[config.mk]
export PLATFORM = sky130hd
export DESIGN_NAME = serial_subtractor
export DESIGN_NICKNAME = d
export VERILOG_FILES = /design/src/rtl/serial_subtractor.sv
export SDC_FILE = /design/constraint.sdc
export NUM_CORES = 1
export LEC_CHECK = 0
export BUFFER_PORTS_ARGS = -buffer_cell sky130_fd_sc_hd__buf_4
export CORE_MARGIN = 2
export CORE_UTILIZATION = 58
export CTS_CLUSTER_DIAMETER = 100
export CTS_CLUSTER_SIZE = 8
export DETAILED_ROUTE_END_ITERATION = 7
export PLACE_DENSITY = 0.85
export SLEW_MARGIN = 15
export SYNTH_ARGS = -nofsm -noshare
export SYNTH_HDL_FRONTEND = slang
export SYNTH_SLANG_ARGS = --single-unit
[constraint.sdc]
create_clock -name clk -period 2.2 [get_ports clk]
set_input_delay 0.44 -clock clk [delete_from_list [all_inputs] [get_ports clk]]
set_output_delay 0.44 -clock clk [all_outputs]
set_load 0.05 [all_outputs]
[src/rtl/serial_subtractor.sv]
// Bit-serial subtractor: diff = a - b - borrow_in, BITS_PER_CYCLE bits per clock, LSB first.
// A start/busy/done handshake frames each operation; results hold until the next completion.
`timescale 1ns/1ps
module serial_subtractor #(
    parameter int WIDTH          = 8,
    parameter int BITS_PER_CYCLE = 1
) (
    input  logic             clk,
    input  logic             rst,
    input  logic             start,
    input  logic [WIDTH-1:0] a,
    input  logic [WIDTH-1:0] b,
    input  logic             borrow_in,
    output logic             busy,
    output logic             done,
    output logic [WIDTH-1:0] diff,
    output logic             borrow_out,
    output logic             zero
);

    localparam int N     = WIDTH / BITS_PER_CYCLE;
    localparam int CNT_W = (N > 1) ? $clog2(N) : 1;
    localparam logic [CNT_W-1:0] LAST = CNT_W'(N - 1);

    generate
        if (WIDTH < 2 || BITS_PER_CYCLE < 1 || (WIDTH % BITS_PER_CYCLE) != 0) begin : g_bad_params
            $error("serial_subtractor: BITS_PER_CYCLE must divide WIDTH and WIDTH must be >= 2");
        end
    endgenerate

    typedef enum logic {IDLE, RUN} state_t;

    state_t                    state_q, state_d;
    logic [WIDTH-1:0]          a_sh, b_sh, res_sh, res_next;
    logic                      brw_q;
    logic [CNT_W-1:0]          cnt_q;
    logic [WIDTH-1:0]          diff_q;
    logic                      bo_q, zero_q, done_q;
    logic [BITS_PER_CYCLE:0]   chunk;
    logic [BITS_PER_CYCLE-1:0] chunk_d;
    logic                      chunk_bo;
    logic                      accept, last;

    // Ripple of full-subtractor cells; returns {final borrow, difference bits}.
    function automatic logic [BITS_PER_CYCLE:0] sub_chunk(
        input logic [BITS_PER_CYCLE-1:0] x,
        input logic [BITS_PER_CYCLE-1:0] y,
        input logic                      bi
    );
        logic [BITS_PER_CYCLE-1:0] d;
        logic                      br;
        br = bi;
        d  = '0;
        for (int i = 0; i < BITS_PER_CYCLE; i++) begin
            d[i] = x[i] ^ y[i] ^ br;
            br   = (~x[i] & y[i]) | (~(x[i] ^ y[i]) & br);
        end
        return {br, d};
    endfunction

    assign chunk    = sub_chunk(a_sh[BITS_PER_CYCLE-1:0], b_sh[BITS_PER_CYCLE-1:0], brw_q);
    assign chunk_d  = chunk[BITS_PER_CYCLE-1:0];
    assign chunk_bo = chunk[BITS_PER_CYCLE];

    // New chunk enters the working result from the MSB side.
    generate
        if (BITS_PER_CYCLE == WIDTH) begin : g_full_chunk
            assign res_next = chunk_d;
        end else begin : g_part_chunk
            assign res_next = {chunk_d, res_sh[WIDTH-1:BITS_PER_CYCLE]};
        end
    endgenerate

    assign accept = (state_q == IDLE) && start;
    assign last   = (state_q == RUN) && (cnt_q == LAST);

    always_ff @(posedge clk or posedge rst) begin
        if (rst) state_q <= IDLE;
        else     state_q <= state_d;
    end

    always_comb begin
        state_d = state_q;
        case (state_q)
            IDLE:    if (start) state_d = RUN;
            RUN:     if (cnt_q == LAST) state_d = IDLE;
            default: state_d = IDLE;
        endcase
    end

    always_ff @(posedge clk or posedge rst) begin
        if (rst) begin
            a_sh   <= '0;
            b_sh   <= '0;
            res_sh <= '0;
            brw_q  <= 1'b0;
            cnt_q  <= '0;
            diff_q <= '0;
            bo_q   <= 1'b0;
            zero_q <= 1'b0;
            done_q <= 1'b0;
        end else begin
            done_q <= 1'b0;
            if (accept) begin
                a_sh  <= a;
                b_sh  <= b;
                brw_q <= borrow_in;
                cnt_q <= '0;
            end else if (state_q == RUN) begin
                a_sh   <= a_sh >> BITS_PER_CYCLE;
                b_sh   <= b_sh >> BITS_PER_CYCLE;
                res_sh <= res_next;
                brw_q  <= chunk_bo;
                cnt_q  <= cnt_q + CNT_W'(1);
                // Visible outputs only move on the final chunk.
                if (last) begin
                    diff_q <= res_next;
                    bo_q   <= chunk_bo;
                    zero_q <= (res_next == '0);
                    done_q <= 1'b1;
                end
            end
        end
    end

    assign busy       = (state_q == RUN);
    assign done       = done_q;
    assign diff       = diff_q;
    assign borrow_out = bo_q;
    assign zero       = zero_q;

endmodule

== Yosys cells after proc, flatten, opt, wreduce, memory -nomap -nowiden ==
Index checks and enable logic that the tools add are counted.

* $add $sub $neg: 1
* Equality and inequality tests: 1
* Multiplexer cells: 14
* Bitwise logic cells: 9
* Reductions and logical operators: 6

{| class="wikitable"
|+ Operators with widths
! kind !! count
|-
| 8-bit two-way mux || 4
|-
| 8-bit logical NOT || 1
|-
| 1-bit two-way mux || 7
|-
| 3-bit two-way mux || 2
|-
| 1-bit inverter || 4
|-
| 3-bit by 1-bit adder with 3-bit output, second input constant || 1
|-
| 3-bit equality test, second input constant || 1
|-
| 3-bit AND reduction || 1
|-
| 1-bit bitwise AND || 2
|-
| 1-bit logical AND || 2
|-
| 1-bit one-hot mux with 2 select lines || 1
|-
| 2-bit AND reduction || 1
|-
| 2-bit nonzero test || 1
|-
| 1-bit bitwise XOR || 2
|-
| 1-bit bitwise OR || 1
|}

* Bits in registers: 40
* Output and inout port bits: 12
* Logic and storage cells: 41

== Logic depth before layout (Yosys ltp) ==
Gate-level depths: netlist (run 1).

* Word-level depth: 6
* Gate-level depth with buffers: 4
* Mapped depth without buffers: 4

== Worst setup path after synthesis (run 1) ==
No wires, ideal clock.

* Path kind: register to register
* From: register cnt_q[0]
* To: register diff_q[0], in the netlist diff[0]
* Setup time: 0.125 ns
* Arrival time: 1.296 ns
* Data required time: 2.075 ns
* Path slack: 0.779 ns
* Cell stages (with the launch flop): 5
* Buffers on the path: 0
* Cell sequence: dfrtp_1 -> ha_1 -> ha_1 -> nand2_2 -> mux2_2

* Cells in the longest elaborated chain, start to end: 3

{| class="wikitable"
|+ RTL lines
! what !! RTL line !! source
|-
| start, declared || 36 || <nowiki>logic [CNT_W-1:0] cnt_q;</nowiki>
|-
| start signal, assigned || 114 || <nowiki>cnt_q <= cnt_q + CNT_W'(1);</nowiki>
|-
| 3-bit equality test || 75 || <nowiki>assign last = (state_q == RUN) && (cnt_q == LAST);</nowiki>
|-
| 1-bit logical AND || 75 ||
|-
| 3-bit AND reduction (no source line) || - ||
|-
| end signal, assigned || 117 || <nowiki>diff_q <= res_next;</nowiki>
|-
| end, declared || 37 || <nowiki>logic [WIDTH-1:0] diff_q;</nowiki>
|}

No other way between the ends.
A chain may end at the register's enable or synchronous reset.

== Worst setup path in the final report (run 1) ==
* From: register cnt_q[0]
* To: register diff_q[6], in the netlist diff[6]

The elaborated chain is that of the path after synthesis.

==> flow_summary.yaml, run 1 <==
drt:
  dr_wl_met3_um: 152
  wl_met1_um: 1150
  drt_iter0_markers: 6
  routed_wl_um: 2810
  viasPerCell: 5.49
  post_drt_wl_per_cell_um: 14.3
  final_antenna_net_count: 0
  dr.pass1.iters: 2
  drc_errors: 0
  vias: 1077
  dr.max_layer_used: "met4"
  wl_met2_um: 1460
pwr:
  ir_drop_v: 0.00138
  pwr-share-seq_pct: 41.4
  switching_power_w: 0.00119
  switching_share_pct: 39.4
  internal_power_w: 0.00183
  p_leak_nw: 1.00
  powerDensity_nw_per_um2: 1520
  clock_power_share_pct: 16.3
  p_comb_share_pct: 42.3
critical_path:
  crit_arrival_ps: 1790
  endpoint_kind: "flop"
  cp_max_fo: 9
  critPathLaunchType: "flop"
  crit_type: "reg2reg"
  ff2ff_path_depth: 4
  r2r_slack_ps: 650
  r2r-start: "cnt_q[0]"
  cp_data_required_time_ps: 2430
  cp-startpoint: "cnt_q[0]"
sta:
  finalSetupTns_ps: 0
  max_freq_ghz: 0.644
  fin_crit_ps: 1550
  setup_viol: 0
  whs_ps: 193
  rsz0062_at_grt: "no"
  slew_headroom_pct: 68.4
  hold_violations: 0
  drv_slew: 0
  worst_pin_slew_ps: 474
  post-route-period-util_pct: 70.6
  clock_skew_ps: 8.32
synthesis:
  syn_area_um2: 1660
  synth.distinct_cells: 19
  synthFlopType: "dfrtp_1"
  synth-seq-cells: 39
  ys_seq_area_share_pct: 58.6
  synth-edff-count: 0
  synth_top_area_cell: "dfrtp_1"
  async_flop_share_pct: 100
  synth_top_cells_by_area: "dfrtp_1 59%, mux2i_1 11%, mux2_2 11%, o21ai_0 4.5%, nand2_1 3.4%"
  netlist_instances: 131
  netlist.area_leader.share_pct: 58.6
  avgSynthCellArea_um2: 12.7
  synth_nets: 154
  yosys_warnings: 0
layout:
  insertedDiodeCount: 0
  nNetsFinal: 187
  fin_util_pct: 72.7
  layout_common_cells: "39 x dfrtp_1, 33 x buf_4, 19 x mux2i_1"
  multi_input_area_um2: 621
  final_common_cell: "dfrtp_1"
  fillers: 201
  drive_above_1_share_pct: 35.2
  register_area_um2: 976
  final_cells: 196
  syn_to_final_growth_pct: 19.5
clock_tree:
  insertion_delay_ps: 340
  hold_buffers: 0
  post_cts_buffers: 0
  ctsResizeCount: 0
  cts_root_buffer: "clkbuf_4"
  cts.clk_slew.worst_paths_ps: 110
  numClockSinks: 39
  cts-htree-levels: 2
  clock_path_buffers: 2
  cts_tree: "built"
  cts_buffers: 5
job:
  cap_violations: 0
floorplan:
  core_um2: 2730
  die_x_um: 57.6
  fp.dieH_um: 57.6
  fp-row-count: 19
  io_pins: 32
  die-area_um2: 3310
  start_util_pct: 60.9
outcome:
  status: "complete, no violations"
place:
  gp_congestion: 0.705
  dp.cells: 188
  portBuffers: 31
  place_hpwl_um: 2010
global_routing:
  grt_pass1_wl_um: 4920
  grt_overflow: 0
  grt_pass1_vias: 1068
  grt.total_usage_pct: 20.1
  grt_max_degree: 45
  antenna_found_initial: 0
hold_path:
  min_path_type: "in2async"
==> registers in the layout, indices dropped and copies added (netlist names) <==
name / flops
a_sh: 8
b_sh: 8
borrow_out: 1
brw_q: 1
busy: 1
cnt_q: 3
diff: 8
done: 1
res_sh: 7
zero: 1
==> synth_stat cells (2+ instances only) <==
cell and number:
mux2_2 16, nor2_1 3, ha_1 2, nor4_1 2, dfrtp_1 39, mux2i_1 19
nand2_1 15, buf_4 6, inv_1 5, o21ai_0 15
==> stage by stage <==
step | setup slack [ps] | total power [W] | cell area (µm²)
finish | 648 | 0.00302 | 1990
global route | 586 | 0.00322 | 1990
CTS | 639 | 0.00305 | 1990
detailed placement | 659 | 0.00255 | 1900
global placement | 731 | 0.00247 | 1900
floorplan | 779 | 0.00222 | 1660
==> routing by layer <==
layer	vias up	track usage [%]
met5	-	0
met4	0	8.31
met3	7	7.26
met2	29	33.1
met1	521	24.0
li1	520	-
==> final timing paths <==
path	end
max in group asynchronous	res_sh[3]
min in group clk	a_sh[7]
min reg2reg	a_sh[3]
max reg2reg	diff[6]
max	diff[6]
min	b_sh[2]
==> power groups by stage <==
stage | combinational [W] | clock, W | sequential [W]
floorplan | 0.000666 | 0 | 0.00155
global placement | 0.00123 | 0 | 0.00124
detailed placement | 0.00129 | 0 | 0.00127
CTS | 0.00129 | 0.000508 | 0.00125
global route | 0.00139 | 0.000536 | 0.00129
finish | 0.00128 | 0.000493 | 0.00125
==> kinds of logic (layout without fill, tap and decap cells) <==
group	count (synthesis)	count (layout)	synth area share (%)
and+or+nand+nor	22	22	5.56
buffers and inverters	12	46	4.06
AOI/OAI and AO/OA	20	20	6.77
muxes	35	35	22.3
DFF	39	39	58.6
adders and majority gates	3	3	2.71
==> critical path, stage by stage, from the launching register on <==
cell and delay, ps:
dfrtp_1 410, ha_1 200, ha_1 250, nand2_2 210, mux2_2 370
==> area by class of cell <==
type	instances	share of cell area, %
inverters	5	0.944
repair buffers	33	12.5
clock buffers	6	2.58
multi-input cells	80	31.2
clock inverters	2	1.76
well taps	31	1.95
flip-flops and latches	39	49.1
Note: power is estimated with default switching activity, not from simulation.
==> run 2, diff against run 1 <==
--- a/config.mk
+++ b/config.mk
@@ -7,11 +7,11 @@
 export LEC_CHECK = 0
 export BUFFER_PORTS_ARGS = -buffer_cell sky130_fd_sc_hd__buf_4
 export CORE_MARGIN = 2
-export CORE_UTILIZATION = 58
+export CORE_UTILIZATION = 48
 export CTS_CLUSTER_DIAMETER = 100
 export CTS_CLUSTER_SIZE = 8
 export DETAILED_ROUTE_END_ITERATION = 7
-export PLACE_DENSITY = 0.85
+export PLACE_DENSITY = 0.76
 export SLEW_MARGIN = 15
 export SYNTH_ARGS = -nofsm -noshare
 export SYNTH_HDL_FRONTEND = slang
==> constraint.sdc (replaced) <==
create_clock -name clk -period 1.26 [get_ports clk]
set_input_delay 0.252 -clock clk [delete_from_list [all_inputs] [get_ports clk]]
set_output_delay 0.252 -clock clk [all_outputs]
set_load 0.05 [all_outputs]
==> flow_summary.yaml, run 2 (synthesis results as in run 1) <==
outcome:
  status: "finished with violations"
  violations: "negative setup slack"
hold_path:
  min_from: "a[7]"
  hold_depth: 3
  worstHoldEndpoint: "a_sh[7]"
  min_path_type: "in2reg"
sta:
  setup_viol: 11
  clock_skew_ps: 5.55
  post-route-period-util_pct: 107
  fin_crit_ps: 1350
  rsz0062_at_grt: "yes"
  worst_pin_slew_ps: 358
  slew_headroom_pct: 76.2
  hold_violations: 0
  setup_ws_ps: -87.2
  max_freq_ghz: 0.742
  drv_slew: 0
drt:
  post_drt_wl_per_cell_um: 14.0
  routed_wl_um: 3150
  dr.pass1.iters: 3
  wl_met2_um: 1620
  viasPerCell: 4.96
  drc_errors: 0
  final_antenna_net_count: 0
  vias: 1115
  dr.max_layer_used: "met4"
  wl_met1_um: 1300
  dr_wl_met3_um: 169
  drt_iter0_markers: 16
global_routing:
  grt_overflow: 0
  grt_pass1_vias: 1137
  grt_max_degree: 30
  grt_pass1_wl_um: 5220
  grt.total_usage_pct: 17.6
  antenna_found_initial: 0
layout:
  final_common_cell: "buf_4"
  layout_common_cells: "42 x buf_4, 38 x dfrtp_1, 19 x mux2i_1"
  fin_util_pct: 65.9
  insertedDiodeCount: 0
  syn_to_final_growth_pct: 32.1
  fillers: 279
  nNetsFinal: 202
  drive_above_1_share_pct: 43.0
floorplan:
  fp.dieH_um: 62.9
  start_util_pct: 49.9
  fp-row-count: 21
  die_x_um: 62.9
  core_um2: 3340
  io_pins: 32
  die-area_um2: 3950
pwr:
  powerDensity_nw_per_um2: 2610
  ir_drop_v: 0.00113
  p_leak_nw: 1.10
  power_w: 0.00574
clock_tree:
  numClockSinks: 39
  clock_path_buffers: 2
  cts_buffers: 5
  cts_root_buffer: "clkbuf_4"
  cts-htree-levels: 2
  cts_tree: "built"
  insertion_delay_ps: 330
  cts.clk_slew.worst_paths_ps: 100
critical_path:
  crit_type: "reg2reg"
  endpoint_kind: "flop"
  critPathLaunchType: "flop"
  cp_max_fo: 3
  crit_arrival_ps: 1580
  ff2ff_path_depth: 4
  r2r-start: "brw_q"
  cp_data_required_time_ps: 1490
  r2r_slack_ps: -90
  rr_endpoint: "zero"
job:
  cap_violations: 0
place:
  gp_congestion: 0.746
  place_hpwl_um: 2230
  portBuffers: 31
run 2: changes by cell type in the layout (fill, tap and decap cells not counted), moves of 2 or more:
cell / change
buf_4: +9
mux2_2: -9
mux2_4: +9
buf_6: +2
clkbuf_1: +2
ha_1: -2
ha_4: +2
inv_1: -2
inv_2: +2
run 2: timing repair:
action | 4_1_cts | 5_1_grt
pin swaps | 2 | 2
hold endpoints to repair | 10 | 0
hold buffers | 1 | 0
endpoints found under the setup margin | 11 | 12
gates resized for setup | 3 | 9
cloned | 1 | 0
buffers inserted | 2 | 4
run 2: per-stage QoR:
stage | setup TNS, ps | worst slack (ps) | hold WS [ps] | instances | cell area (µm²)
2_1_floorplan | -37.3 | -33.6 | 408 | 131 | 1720
3_3_place_gp | -86.8 | -33.2 | 269 | 210 | 2040
3_5_place_dp | -560 | -108 | 272 | 210 | 2040
4_1_cts | -548 | -128 | 143 | 221 | 2130
5_1_grt | -888 | -153 | 132 | 225 | 2200
6_report | -426 | -87.2 | 165 | 225 | 2200
run 2: final cells by class:
cell class              instances  area (µm²)  area share [%]
flip-flops and latches         39         977            44.5
well taps                      46        57.6            2.62
clock buffers                   7        45.0            2.05
multi-input cells              81         717            32.6
repair buffers                 47         383            17.4
inverters                       5        18.8           0.854
run 2: worst max-delay path, stage by stage, from the launching register on:
cell	delay, ps
dfrtp_1	370
inv_2	50
fa_2	600
nor4_2	50
a41o_1	180
run 2: worst max-delay path by stage:
stage	endpoint	from	depth (start not counted)
after CTS	zero	brw_q	4
final	zero	brw_q	4
after global routing	zero	b_sh[0]	4
after detailed placement	zero	brw_q	4
after global placement	diff[0]	cnt_q[1]	4
after floorplan	diff[0]	cnt_q[1]	4
run 2: where the power goes:
| part | switching, W | internal, W |
|---|---|---|
| clock network | 0.000364 | 0.000211 |
| logic | 0.00152 | 0.00143 |
| registers | 0.000404 | 0.00181 |
| total | 0.00229 | 0.00345 |
run 2: layer usage:
layer | track usage, % | vias up
met4 | 7.50 | 0
met1 | 20.0 | 531
met3 | 6.13 | 7
met5 | 0 | -
met2 | 29.9 | 32
li1 | - | 545
==> run 3, diff against run 2 <==
--- a/config.mk
+++ b/config.mk
@@ -5,13 +5,13 @@
 export SDC_FILE = /design/constraint.sdc
 export NUM_CORES = 1
 export LEC_CHECK = 0
-export BUFFER_PORTS_ARGS = -buffer_cell sky130_fd_sc_hd__buf_4
 export CORE_MARGIN = 2
-export CORE_UTILIZATION = 48
+export CORE_UTILIZATION = 55
 export CTS_CLUSTER_DIAMETER = 100
 export CTS_CLUSTER_SIZE = 8
 export DETAILED_ROUTE_END_ITERATION = 7
-export PLACE_DENSITY = 0.76
+export DONT_BUFFER_PORTS = 1
+export PLACE_DENSITY = 0.75
 export SLEW_MARGIN = 15
 export SYNTH_ARGS = -nofsm -noshare
 export SYNTH_HDL_FRONTEND = slang
==> flow_summary.yaml, run 3 (synthesis results as in run 1) <==
layout:
  fillers: 200
  final_common_cell: "dfrtp_1"
  syn_to_final_growth_pct: 23.8
  nNetsFinal: 182
  final_cells: 191
  multi_input_area_um2: 703
  drive_above_1_share_pct: 36.3
  insertedDiodeCount: 0
  register_area_um2: 977
  layout_common_cells: "38 x dfrtp_1, 21 x buf_4, 19 x mux2i_1"
critical_path:
  r2r-start: "brw_q"
  crit_type: "reg2reg"
  crit_arrival_ps: 1600
  r2r_slack_ps: -90
  cp_max_fo: 3
  cp-startpoint: "brw_q"
  cp_data_required_time_ps: 1510
  rr_endpoint: "zero"
  critPathLaunchType: "flop"
  ff2ff_path_depth: 4
  endpoint_kind: "flop"
  endpoint: "zero"
sta:
  drv_slew: 0
  setup_viol: 10
  fin_crit_ps: 1350
  setup_ws_ps: -91.5
  finalSetupTns_ps: -331
  hold_violations: 0
  max_freq_ghz: 0.740
  worst_pin_slew_ps: 477
  slew_headroom_pct: 68.2
  post-route-period-util_pct: 107
  clock_skew_ps: 13.0
  rsz0062_at_grt: "yes"
place:
  portBuffers: 0
  dp.cells: 173
  place_hpwl_um: 2020
  gp_congestion: 0.665
pwr:
  p_leak_nw: 1.03
  ir_drop_v: 0.00130
  powerDensity_nw_per_um2: 2810
drt:
  dr.pass1.iters: 4
  routed_wl_um: 3090
  drc_errors: 0
  viasPerCell: 5.64
  final_antenna_net_count: 0
  vias: 1077
  post_drt_wl_per_cell_um: 16.2
  drt_iter0_markers: 11
floorplan:
  fp-row-count: 19
  io_pins: 32
  die_x_um: 59.0
  core_um2: 2810
  fp.dieH_um: 59.0
  start_util_pct: 59.3
  die-area_um2: 3480
global_routing:
  grt_pass1_vias: 1085
  grt_overflow: 0
  grt_max_degree: 40
  antenna_found_initial: 0
  grt_pass1_wl_um: 4930
  grt.total_usage_pct: 20.1
clock_tree:
  insertion_delay_ps: 350
  cts_tree: "built"
  numClockSinks: 39
  cts.clk_slew.worst_paths_ps: 110
  cts_buffers: 5
  cts-htree-levels: 2
  clock_path_buffers: 2
  cts_root_buffer: "clkbuf_4"
hold_path:
  min_from: "start"
  min_path_type: "in2reg"
  hold_depth: 2
outcome:
  violations: "negative setup slack"
  status: "finished with violations"
job:
  cap_violations: 0
run 3: metrics by stage:
| stage | setup slack (ps) | hold WS [ps] | util (%) | area, µm² | power [W] |
|---|---|---|---|---|---|
| 6_report | -91.5 | 23.4 | 73.5 | 2060 | 0.00579 |
| 5_1_grt | -132 | 22.2 | 73.5 | 2060 | 0.00616 |
| 4_1_cts | -121 | 4.18 | 71.2 | 2000 | 0.00562 |
| 3_5_place_dp | -106 | 282 | 66.7 | 1870 | 0.00479 |
| 3_3_place_gp | -32.9 | 278 | 66.7 | 1870 | 0.00465 |
| 2_1_floorplan | -33.6 | 408 | - | 1720 | 0.00407 |
run 3: timing repair:
item                       in CTS  in global routing
gates cloned                    1                  1
buffers inserted                3                  3
setup endpoints to repair      11                 15
resized for setup               2                  5
hold buffers                    2                  0
pin swaps                       2                  0
hold endpoints to repair       40                  0
run 3: worst min path at each step:
stage | to | slack, ps
after floorplan | a_sh[7] | 410
after global placement | diff[2] | 280
after detailed placement | diff[3] | 280
after CTS | busy | 4
after global routing | busy | 20
final | busy | 20
run 3: worst max-delay path, stage by stage (launching register included):
cell	delay (ps)
dfrtp_1	380
inv_2	50
fa_2	600
nor4_2	40
a41o_1	180
run 3: report_power, final:
part / switching [W] / internal [W] / total (W)
Sequential: 0.000433 / 0.00181 / 0.00224
Clock: 0.000400 / 0.000329 / 0.000728
Combinational: 0.00144 / 0.00137 / 0.00282
run 3: area by class of cell:
cell class                      count  area share (%)
Clock buffer                        8            3.34
Inverter                            5           0.911
Multi-Input combinational cell     81            34.1
Sequential cell                    39            47.4
Tap cell                           31            1.88
Timing Repair Buffer               27            12.3
run 3: routing by layer:
metal	up-vias	global-route usage [%]	part of all wire (%)
met5	-	0	0
met4	0	10.7	1.6
met3	4	7.21	4.3
met2	26	33.5	51
met1	535	22.4	43
li1	512	-	-
